<file path="config.mk">
export PLATFORM = sky130hd
export DESIGN_NAME = timer_apb_sequencer
export DESIGN_NICKNAME = d
export VERILOG_FILES = /design/src/rtl/timer_apb_sequencer_pkg.sv /design/src/rtl/apb_master_xfer.sv /design/src/rtl/timer_apb_sequencer.sv
export SDC_FILE = /design/constraint.sdc
export NUM_CORES = 1
export LEC_CHECK = 0
export BUFFER_PORTS_ARGS = -buffer_cell sky130_fd_sc_hd__buf_2
export CAP_MARGIN = 25
export CORE_MARGIN = 2
export CORE_UTILIZATION = 50
export DETAILED_ROUTE_END_ITERATION = 8
export PLACE_DENSITY = 0.79
export SLEW_MARGIN = 20
export SYNTH_ARGS = -nofsm -noshare
export SYNTH_HDL_FRONTEND = slang
export SYNTH_SLANG_ARGS = --single-unit
</file>
<file path="constraint.sdc">
create_clock -name PCLK -period 2.6 [get_ports PCLK]
set_clock_uncertainty 0.2 [all_clocks]
set_input_delay 0.13 -clock PCLK [delete_from_list [all_inputs] [get_ports PCLK]]
set_output_delay 0.13 -clock PCLK [all_outputs]
set_load 0.02 [all_outputs]
</file>
<file path="src/rtl/timer_apb_sequencer_pkg.sv">
// timer_apb_sequencer_pkg
// Shared definitions for the timer APB sequencer:
//   - timer register addresses (PADDR[4:2])
//   - CTRL register bit positions and a helper that builds the CTRL word
//   - sequencer FSM state type and APB transfer-engine phase type
// Optional feature macro: TIMER_APB_SEQUENCER_VERIFY_EN (adds readback states).
package timer_apb_sequencer_pkg;

  localparam logic [2:0] ADDR_LOAD     = 3'b000;
  localparam logic [2:0] ADDR_VALUE    = 3'b001;
  localparam logic [2:0] ADDR_CTRL     = 3'b010;
  localparam logic [2:0] ADDR_PRESCALE = 3'b011;
  localparam logic [2:0] ADDR_CLEAR    = 3'b100;

  localparam int unsigned CTRL_EN_BIT      = 0;
  localparam int unsigned CTRL_IE_BIT      = 1;
  localparam int unsigned CTRL_ONESHOT_BIT = 2;

  typedef enum logic [3:0] {
    sIdle,
    sWLoad,
    sWPre,
    sWCtrl,
`ifdef TIMER_APB_SEQUENCER_VERIFY_EN
    sRLoad,
    sRCtrl,
`endif
    sRun,
    sWClr,
    sHold,
    sRVal,
    sWStop
  } seqState_t;

  typedef enum logic [1:0] {
    xIdle,
    xSetup,
    xAccess
  } xferPhase_t;

  // CTRL word for a running timer: enabled, interrupt enabled, mode bit.
  function automatic logic [31:0] ctrlWord(input logic oneshot);
    logic [31:0] w;
    w = '0;
    w[CTRL_EN_BIT]      = 1'b1;
    w[CTRL_IE_BIT]      = 1'b1;
    w[CTRL_ONESHOT_BIT] = oneshot;
    return w;
  endfunction

endpackage

</file>
<file path="src/rtl/apb_master_xfer.sv">
// apb_master_xfer
// Single-transfer APB master engine. A request (held level) launches one
// SETUP cycle followed by ACCESS cycles until PREADY. Address, direction and
// data are registered at launch and stay stable for the whole transfer;
// between transfers PSEL/PENABLE/PWDATA are 0.
// Ports:
//   PCLK, PRESET        clock, synchronous active-high reset
//   req                 request a transfer (sampled while idle)
//   addr, write, wdata  transfer attributes
//   done                combinational pulse on the completing ACCESS cycle
//   rdata               read data, valid while done is high
//   PSEL..PWDATA        APB master outputs
//   PRDATA, PREADY      APB slave responses
module apb_master_xfer
  import timer_apb_sequencer_pkg::*;
(
  input  logic        PCLK,
  input  logic        PRESET,
  input  logic        req,
  input  logic [2:0]  addr,
  input  logic        write,
  input  logic [31:0] wdata,
  output logic        done,
  output logic [31:0] rdata,
  output logic        PSEL,
  output logic        PENABLE,
  output logic [2:0]  PADDR,
  output logic        PWRITE,
  output logic [31:0] PWDATA,
  input  logic [31:0] PRDATA,
  input  logic        PREADY
);

  xferPhase_t phase, phaseNext;
  logic       launch;

  always_comb begin
    phaseNext = phase;
    launch    = 1'b0;
    case (phase)
      xIdle: begin
        if (req) begin
          phaseNext = xSetup;
          launch    = 1'b1;
        end
      end
      xSetup:  phaseNext = xAccess;
      xAccess: if (PREADY) phaseNext = xIdle;
      default: phaseNext = xIdle;
    endcase
  end

  always_ff @(posedge PCLK) begin
    if (PRESET) begin
      phase  <= xIdle;
      PADDR  <= '0;
      PWRITE <= 1'b0;
      PWDATA <= '0;
    end else begin
      phase <= phaseNext;
      if (launch) begin
        PADDR  <= addr;
        PWRITE <= write;
        PWDATA <= write ? wdata : '0;
      end else if (done) begin
        PADDR  <= '0;
        PWRITE <= 1'b0;
        PWDATA <= '0;
      end
    end
  end

  assign PSEL    = (phase != xIdle);
  assign PENABLE = (phase == xAccess);
  assign done    = (phase == xAccess) && PREADY;
  assign rdata   = PRDATA;

endmodule

</file>
<file path="src/rtl/timer_apb_sequencer.sv">
// timer_apb_sequencer
// APB master that configures a timer (LOAD, PRESCALE, CTRL), services each
// timer interrupt with a CLEAR write, counts serviced expiries, and performs
// on-demand VALUE snapshot reads.
// Ports:
//   PCLK, PRESET         clock, synchronous active-high reset
//   start, stop          control pulses
//   oneshot, load_value, prescale   configuration captured on start
//   snap_req             snapshot request pulse (RUN only)
//   PSEL..PWDATA, PRDATA, PREADY    APB master port to the timer
//   TIMINT               timer interrupt (polarity set by INTACTIVEH)
//   busy, tick, tick_count          status / expiry reporting
//   snap_valid, snap_data           snapshot result
//   cfg_err              sticky readback mismatch (feature builds only)
// Optional feature macro: TIMER_APB_SEQUENCER_VERIFY_EN reads LOAD and CTRL
// back after configuration and stops the timer on any mismatch.
module timer_apb_sequencer
  import timer_apb_sequencer_pkg::*;
#(
  parameter int unsigned WIDTH      = 32,
  parameter int unsigned INTACTIVEH = 1,
  parameter int unsigned CNT_W      = 16,
  parameter int unsigned HOLDOFF    = 2
) (
  input  logic             PCLK,
  input  logic             PRESET,
  input  logic             start,
  input  logic             stop,
  input  logic             oneshot,
  input  logic [WIDTH-1:0] load_value,
  input  logic [3:0]       prescale,
  input  logic             snap_req,
  output logic             PSEL,
  output logic             PENABLE,
  output logic [2:0]       PADDR,
  output logic             PWRITE,
  output logic [31:0]      PWDATA,
  input  logic [31:0]      PRDATA,
  input  logic             PREADY,
  input  logic             TIMINT,
  output logic             busy,
  output logic             tick,
  output logic [CNT_W-1:0] tick_count,
  output logic             snap_valid,
  output logic [WIDTH-1:0] snap_data,
  output logic             cfg_err
);

  localparam int unsigned HOLD_W = (HOLDOFF < 2) ? 1 : $clog2(HOLDOFF);

  seqState_t         state, stateNext;
  logic              oneshotQ;
  logic [WIDTH-1:0]  loadQ;
  logic [3:0]        prescaleQ;
  logic              stopPending;
  logic [HOLD_W-1:0] holdCnt;
  logic [CNT_W-1:0]  tickCountQ;
  logic              tickQ;
  logic              snapValidQ;
  logic [WIDTH-1:0]  snapDataQ;

  logic              xReq;
  logic [2:0]        xAddr;
  logic              xWrite;
  logic [31:0]       xWdata;
  logic              xDone;
  logic [31:0]       xRdata;

  logic [31:0]       loadExt;
  logic              intActive;
  logic              stopNow;
  logic              holdLast;

`ifdef TIMER_APB_SEQUENCER_VERIFY_EN
  logic              cfgErrQ;
  logic              loadMismatch;
  logic              ctrlMismatch;
  logic [31:0]       ctrlExp;
`endif

  apb_master_xfer uXfer (
    .PCLK    (PCLK),
    .PRESET  (PRESET),
    .req     (xReq),
    .addr    (xAddr),
    .write   (xWrite),
    .wdata   (xWdata),
    .done    (xDone),
    .rdata   (xRdata),
    .PSEL    (PSEL),
    .PENABLE (PENABLE),
    .PADDR   (PADDR),
    .PWRITE  (PWRITE),
    .PWDATA  (PWDATA),
    .PRDATA  (PRDATA),
    .PREADY  (PREADY)
  );

  always_comb begin
    stateNext = state;
    xReq      = 1'b0;
    xAddr     = ADDR_LOAD;
    xWrite    = 1'b0;
    xWdata    = '0;
    loadExt   = '0;
    loadExt[WIDTH-1:0] = loadQ;
    intActive = (INTACTIVEH != 0) ? TIMINT : ~TIMINT;
    // A stop seen outside RUN is remembered; the live pulse counts too.
    stopNow   = stop || stopPending;
    holdLast  = (holdCnt == HOLD_W'(HOLDOFF - 1));
`ifdef TIMER_APB_SEQUENCER_VERIFY_EN
    ctrlExp      = ctrlWord(oneshotQ);
    loadMismatch = (xRdata[WIDTH-1:0] != loadQ);
    ctrlMismatch = (xRdata[2:0] != ctrlExp[2:0]);
`endif
    case (state)
      sIdle: if (start) stateNext = sWLoad;
      sWLoad: begin
        xReq = 1'b1; xAddr = ADDR_LOAD; xWrite = 1'b1; xWdata = loadExt;
        if (xDone) stateNext = sWPre;
      end
      sWPre: begin
        xReq = 1'b1; xAddr = ADDR_PRESCALE; xWrite = 1'b1; xWdata = 32'(prescaleQ);
        if (xDone) stateNext = sWCtrl;
      end
      sWCtrl: begin
        xReq = 1'b1; xAddr = ADDR_CTRL; xWrite = 1'b1; xWdata = ctrlWord(oneshotQ);
`ifdef TIMER_APB_SEQUENCER_VERIFY_EN
        if (xDone) stateNext = sRLoad;
`else
        if (xDone) stateNext = sRun;
`endif
      end
`ifdef TIMER_APB_SEQUENCER_VERIFY_EN
      sRLoad: begin
        xReq = 1'b1; xAddr = ADDR_LOAD;
        if (xDone) stateNext = sRCtrl;
      end
      sRCtrl: begin
        xReq = 1'b1; xAddr = ADDR_CTRL;
        if (xDone) stateNext = (cfgErrQ || ctrlMismatch) ? sWStop : sRun;
      end
`endif
      sRun: begin
        if (intActive)     stateNext = sWClr;
        else if (stopNow)  stateNext = sWStop;
        else if (snap_req) stateNext = sRVal;
      end
      sWClr: begin
        xReq = 1'b1; xAddr = ADDR_CLEAR; xWrite = 1'b1;
        if (xDone) stateNext = sHold;
      end
      sHold: if (holdLast) stateNext = (oneshotQ || stopNow) ? sWStop : sRun;
      sRVal: begin
        xReq = 1'b1; xAddr = ADDR_VALUE;
        if (xDone) stateNext = sRun;
      end
      sWStop: begin
        xReq = 1'b1; xAddr = ADDR_CTRL; xWrite = 1'b1;
        if (xDone) stateNext = sIdle;
      end
      default: stateNext = sIdle;
    endcase
  end

  always_ff @(posedge PCLK) begin
    if (PRESET) begin
      state       <= sIdle;
      oneshotQ    <= 1'b0;
      loadQ       <= '0;
      prescaleQ   <= '0;
      stopPending <= 1'b0;
      holdCnt     <= '0;
      tickCountQ  <= '0;
      tickQ       <= 1'b0;
      snapValidQ  <= 1'b0;
      snapDataQ   <= '0;
`ifdef TIMER_APB_SEQUENCER_VERIFY_EN
      cfgErrQ     <= 1'b0;
`endif
    end else begin
      state      <= stateNext;
      tickQ      <= 1'b0;
      snapValidQ <= 1'b0;
      holdCnt    <= (state == sHold) ? holdCnt + 1'b1 : '0;

      if (state == sIdle && start) begin
        oneshotQ   <= oneshot;
        loadQ      <= load_value;
        prescaleQ  <= prescale;
        tickCountQ <= '0;
`ifdef TIMER_APB_SEQUENCER_VERIFY_EN
        cfgErrQ    <= 1'b0;
`endif
      end

      if (state == sIdle || state == sWStop) stopPending <= 1'b0;
      else if (stop)                         stopPending <= 1'b1;

      if (state == sWClr && xDone) begin
        tickQ      <= 1'b1;
        tickCountQ <= tickCountQ + 1'b1;
      end

      if (state == sRVal && xDone) begin
        snapValidQ <= 1'b1;
        snapDataQ  <= xRdata[WIDTH-1:0];
      end

`ifdef TIMER_APB_SEQUENCER_VERIFY_EN
      if (state == sRLoad && xDone && loadMismatch) cfgErrQ <= 1'b1;
      if (state == sRCtrl && xDone && ctrlMismatch) cfgErrQ <= 1'b1;
`endif
    end
  end

  assign busy       = (state != sIdle);
  assign tick       = tickQ;
  assign tick_count = tickCountQ;
  assign snap_valid = snapValidQ;
  assign snap_data  = snapDataQ;
`ifdef TIMER_APB_SEQUENCER_VERIFY_EN
  assign cfg_err    = cfgErrQ;
`else
  assign cfg_err    = 1'b0;
`endif

endmodule
</file>
==> metrics.cfg <==
[outcome]
status=finished, final reports clean

[clock_tree]
cts_buffer_depth=2
numCtsBuffers=17
htree_levels=4
cts_root_buffer=clkbuf_8
cts_tree=done
clkSlewWorstSetupHoldPaths_ns=0.06
clk-insertion-delay-late_ns=0.51
cts.sinks=131
post-cts-setup-buffers=0

[cells_and_area]
final_cell_count_no_fill=942
layout-drive-gt1-share_pct=26.8
diodes=0
final_util_pct=75.3
area.growth.synth_to_final_pct=47.4
layout.nets=873

[die]
io_pins=166
die-area_um2=10700
core_area_um2=9680
start_util_pct=51.1
rows=36
dieHeight_um=103
die_w_um=103

[routing]
ant_nets=0
drt_iter0_markers=288
viasPerCell=5.34
routed_wl_mm=14.6
drc=0
vias=5030
routedWlPerCell_um=15.5
dr.pass1.iters=5

[grt]
grt_usage_pct=27.2
grt_max_degree=65
antenna_found_initial=0
overflow=0
grt_pass1_wl_mm=22.7
grt_pass1_vias=4881

[timing]
setup_viol=0
maxSlewViolCount=0
slew_headroom_pct=54.8
tightest_slew_ns=0.678
fin_crit_sh_pct=88.5
finalCriticalPeriod_ns=2.30
fin_tns_setup_ns=0
hold_violations=0
fmax_ghz=0.434
rsz0062_at_grt=false

[synthesis]
synth_edf_count=0
synthAdderAreaFrac_pct=0.253
synth-simple-area-share_pct=22.1
yosys_register_bits=131
synthMuxAreaShare_pct=1.14
synthXorXnorAreaFrac_pct=0.885
synth_top_family_by_area=simple AND/OR/NAND/NOR gates
synth-seq-area-share_pct=53.0
syn_nets=644
synthArstFlopShare_pct=0
synth_warnings=0
netlist_instances=567
ys.flop_type=dfxtp_1
synth_compound_area_share_pct=18.8
syn_area_per_cell_um2=8.73
syn_area_um2=4950
synth_cell_types=52

[setup_path]
cp-start-kind=register
critPathCaptureType=register
required_ns=2.83
cp.arrival_ns=2.53
crit_type=reg2reg
crit_fanout=37

[pwr]
p_switching_mw=1.87
switching_share_pct=29.0
pwr-share-seq_pct=36.6
finalPower_mw=6.46
intPower_mw=4.59
p_per_area_nw_per_um2=885
peakVddDrop_mv=0.441
clkPwrFrac_pct=42.5
combPwrFrac_pct=20.8
leakage_nw=3.21

[placement]
numPortBuffers=164
place_inst=835
routabilityCongestion=0.912
hpwl_mm=8.45

[run]
cap_violations=0

[worst_hold_path]
min_path_type=in2reg

[power groups by stage]
| stage | clock network (mW) | logic [mW] | registers [mW] |
|---|---|---|---|
| finish | 2.75 | 1.35 | 2.37 |
| global route | 2.85 | 1.48 | 2.39 |
| CTS | 2.77 | 1.33 | 2.36 |
| detailed placement | 0 | 1.23 | 2.40 |
| global placement | 0 | 1.20 | 2.39 |
| floorplan | 0 | 0.836 | 2.42 |
[synth_stat cells (3+ instances only)]
| cell type | n | area [µm²] |
|---|---|---|
| nand2_1 | 151 | 567 |
| nor3_1 | 8 | 40.0 |
| or2_1 | 3 | 18.8 |
| buf_1 | 6 | 22.5 |
| a21o_1 | 4 | 30.0 |
| dfxtp_1 | 131 | 2620 |
| and3_1 | 4 | 25.0 |
| a22o_1 | 30 | 263 |
| mux2i_1 | 3 | 30.0 |
| buf_4 | 4 | 30.0 |
| o21ai_0 | 6 | 30.0 |
| nand3b_1 | 4 | 30.0 |
| or3_1 | 3 | 18.8 |
| buf_2 | 10 | 50.1 |
| nand4_1 | 3 | 18.8 |
| and4_1 | 3 | 26.3 |
| clkbuf_1 | 17 | 63.8 |
| a21oi_1 | 87 | 435 |
| nor2_1 | 24 | 90.1 |
| nand3_1 | 10 | 50.1 |
| o31ai_1 | 4 | 30.0 |
| o21bai_1 | 3 | 22.5 |
| nor2b_1 | 6 | 37.5 |
| xor2_1 | 3 | 26.3 |
[layer usage]
metal / up-vias / part of all wire (%) / global-route usage [%]
li1: 2414 / - / -
met1: 2343 / 39 / 31.6
met2: 233 / 51 / 48.6
met3: 40 / 6.9 / 5.44
met4: 0 / 2.5 / 11.5
met5: - / 0 / 0
[sequential cells by signal, summed over array words and instances (netlist names)]
| register | cells |
|---|---|
| loadExt | 32 |
| oneshotQ | 1 |
| uXfer.phase | 2 |
| tick_count | 16 |
| uXfer.PWDATA | 32 |
| tick | 1 |
| uXfer.PADDR | 3 |
| snap_data | 32 |
| holdCnt | 1 |
| stopPending | 1 |
| snap_valid | 1 |
| uXfer.PWRITE | 1 |
| state | 4 |
| prescaleQ | 4 |
[metrics by stage]
step                worst slack, ns  hold slack, ns  instance area [µm²]
floorplan                     0.718          0.0660                 4950
global placement              0.457           0.171                 5850
detailed placement            0.270           0.178                 5850
CTS                           0.195          0.0121                 7290
global route                  0.153          0.0890                 7300
finish                        0.298          0.0424                 7300
[worst paths after layout]
| kind | from | endpoint | slack, ns | depth (start not counted) |
|---|---|---|---|---|
| max | state[0] | loadExt[21] | 0.30 | 5 |
| min | snap_req | state[0] | 0.04 | 6 |
| max reg2reg | state[0] | loadExt[21] | 0.30 | 5 |
| min reg2reg | holdCnt | holdCnt | 0.24 | 1 |
[worst max-delay path, cell delays in order (launching register included)]
cell and delay [ns]:
dfxtp_1 0.50, nor2_1 0.38, and3_2 0.39, buf_4 0.40, nand2_1 0.14, a21oi_1 0.20
[cell families (layout without fill, tap and decap cells)]
kind of cell,after synthesis,in the layout
AO/OA/AOI/OAI,148,148
other,1,1
AND/OR/NAND/NOR,236,236
adder cells (fa/ha/maj),1,1
buffers and inverters,40,282
multiplexers,5,5
flip-flops,131,131
XOR/XNOR,5,5
[area by class of cell]
| class | count | area, µm² |
|---|---|---|
| Multi-Input combinational cell | 396 | 2150 |
| Tap cell | 133 | 166 |
| Timing Repair Buffer | 248 | 1650 |
| Clock inverter | 11 | 221 |
| Fill cell | 662 | 2390 |
| Inverter | 2 | 7.51 |
| Sequential cell | 131 | 2620 |
| Clock buffer | 21 | 469 |
[what timing repair did]
item / 4_1_cts / 5_1_grt
hold buffers: 75 / 0
endpoints found under the setup margin: 0 / 1
gates resized for setup: 0 / 1
hold endpoints to repair: 93 / 0
[cell usage in the layout (no fill, tap or decap), types with 2 or more instances in the layout]
master	n
buf_2	163
nand2_1	151
dfxtp_1	130
a21oi_1	87
dlygate4sd3_1	75
a22o_1	30
nor2_1	24
clkbuf_16	16
nand3_1	9
buf_4	9
nor3_1	8
nor2b_1	6
o21ai_0	6
bufinv_16	6
clkbuf_8	5
nand3b_1	4
o31ai_1	4
a21o_1	4
nor3_4	3
and4_1	3
and3_1	3
nand4_1	3
or2_1	3
xor2_1	3
mux2i_1	3
or3_1	3
o21bai_1	3
nand4b_1	2
o21ai_1	2
and2_1	2
a211oi_1	2
xnor2_1	2
a22oi_1	2
inv_1	2
o2bb2ai_1	2
nor4b_1	2
nor3b_1	2
clkinv_4	2
clkinvlp_4	2
Note: power is estimated with default switching activity, not from simulation.
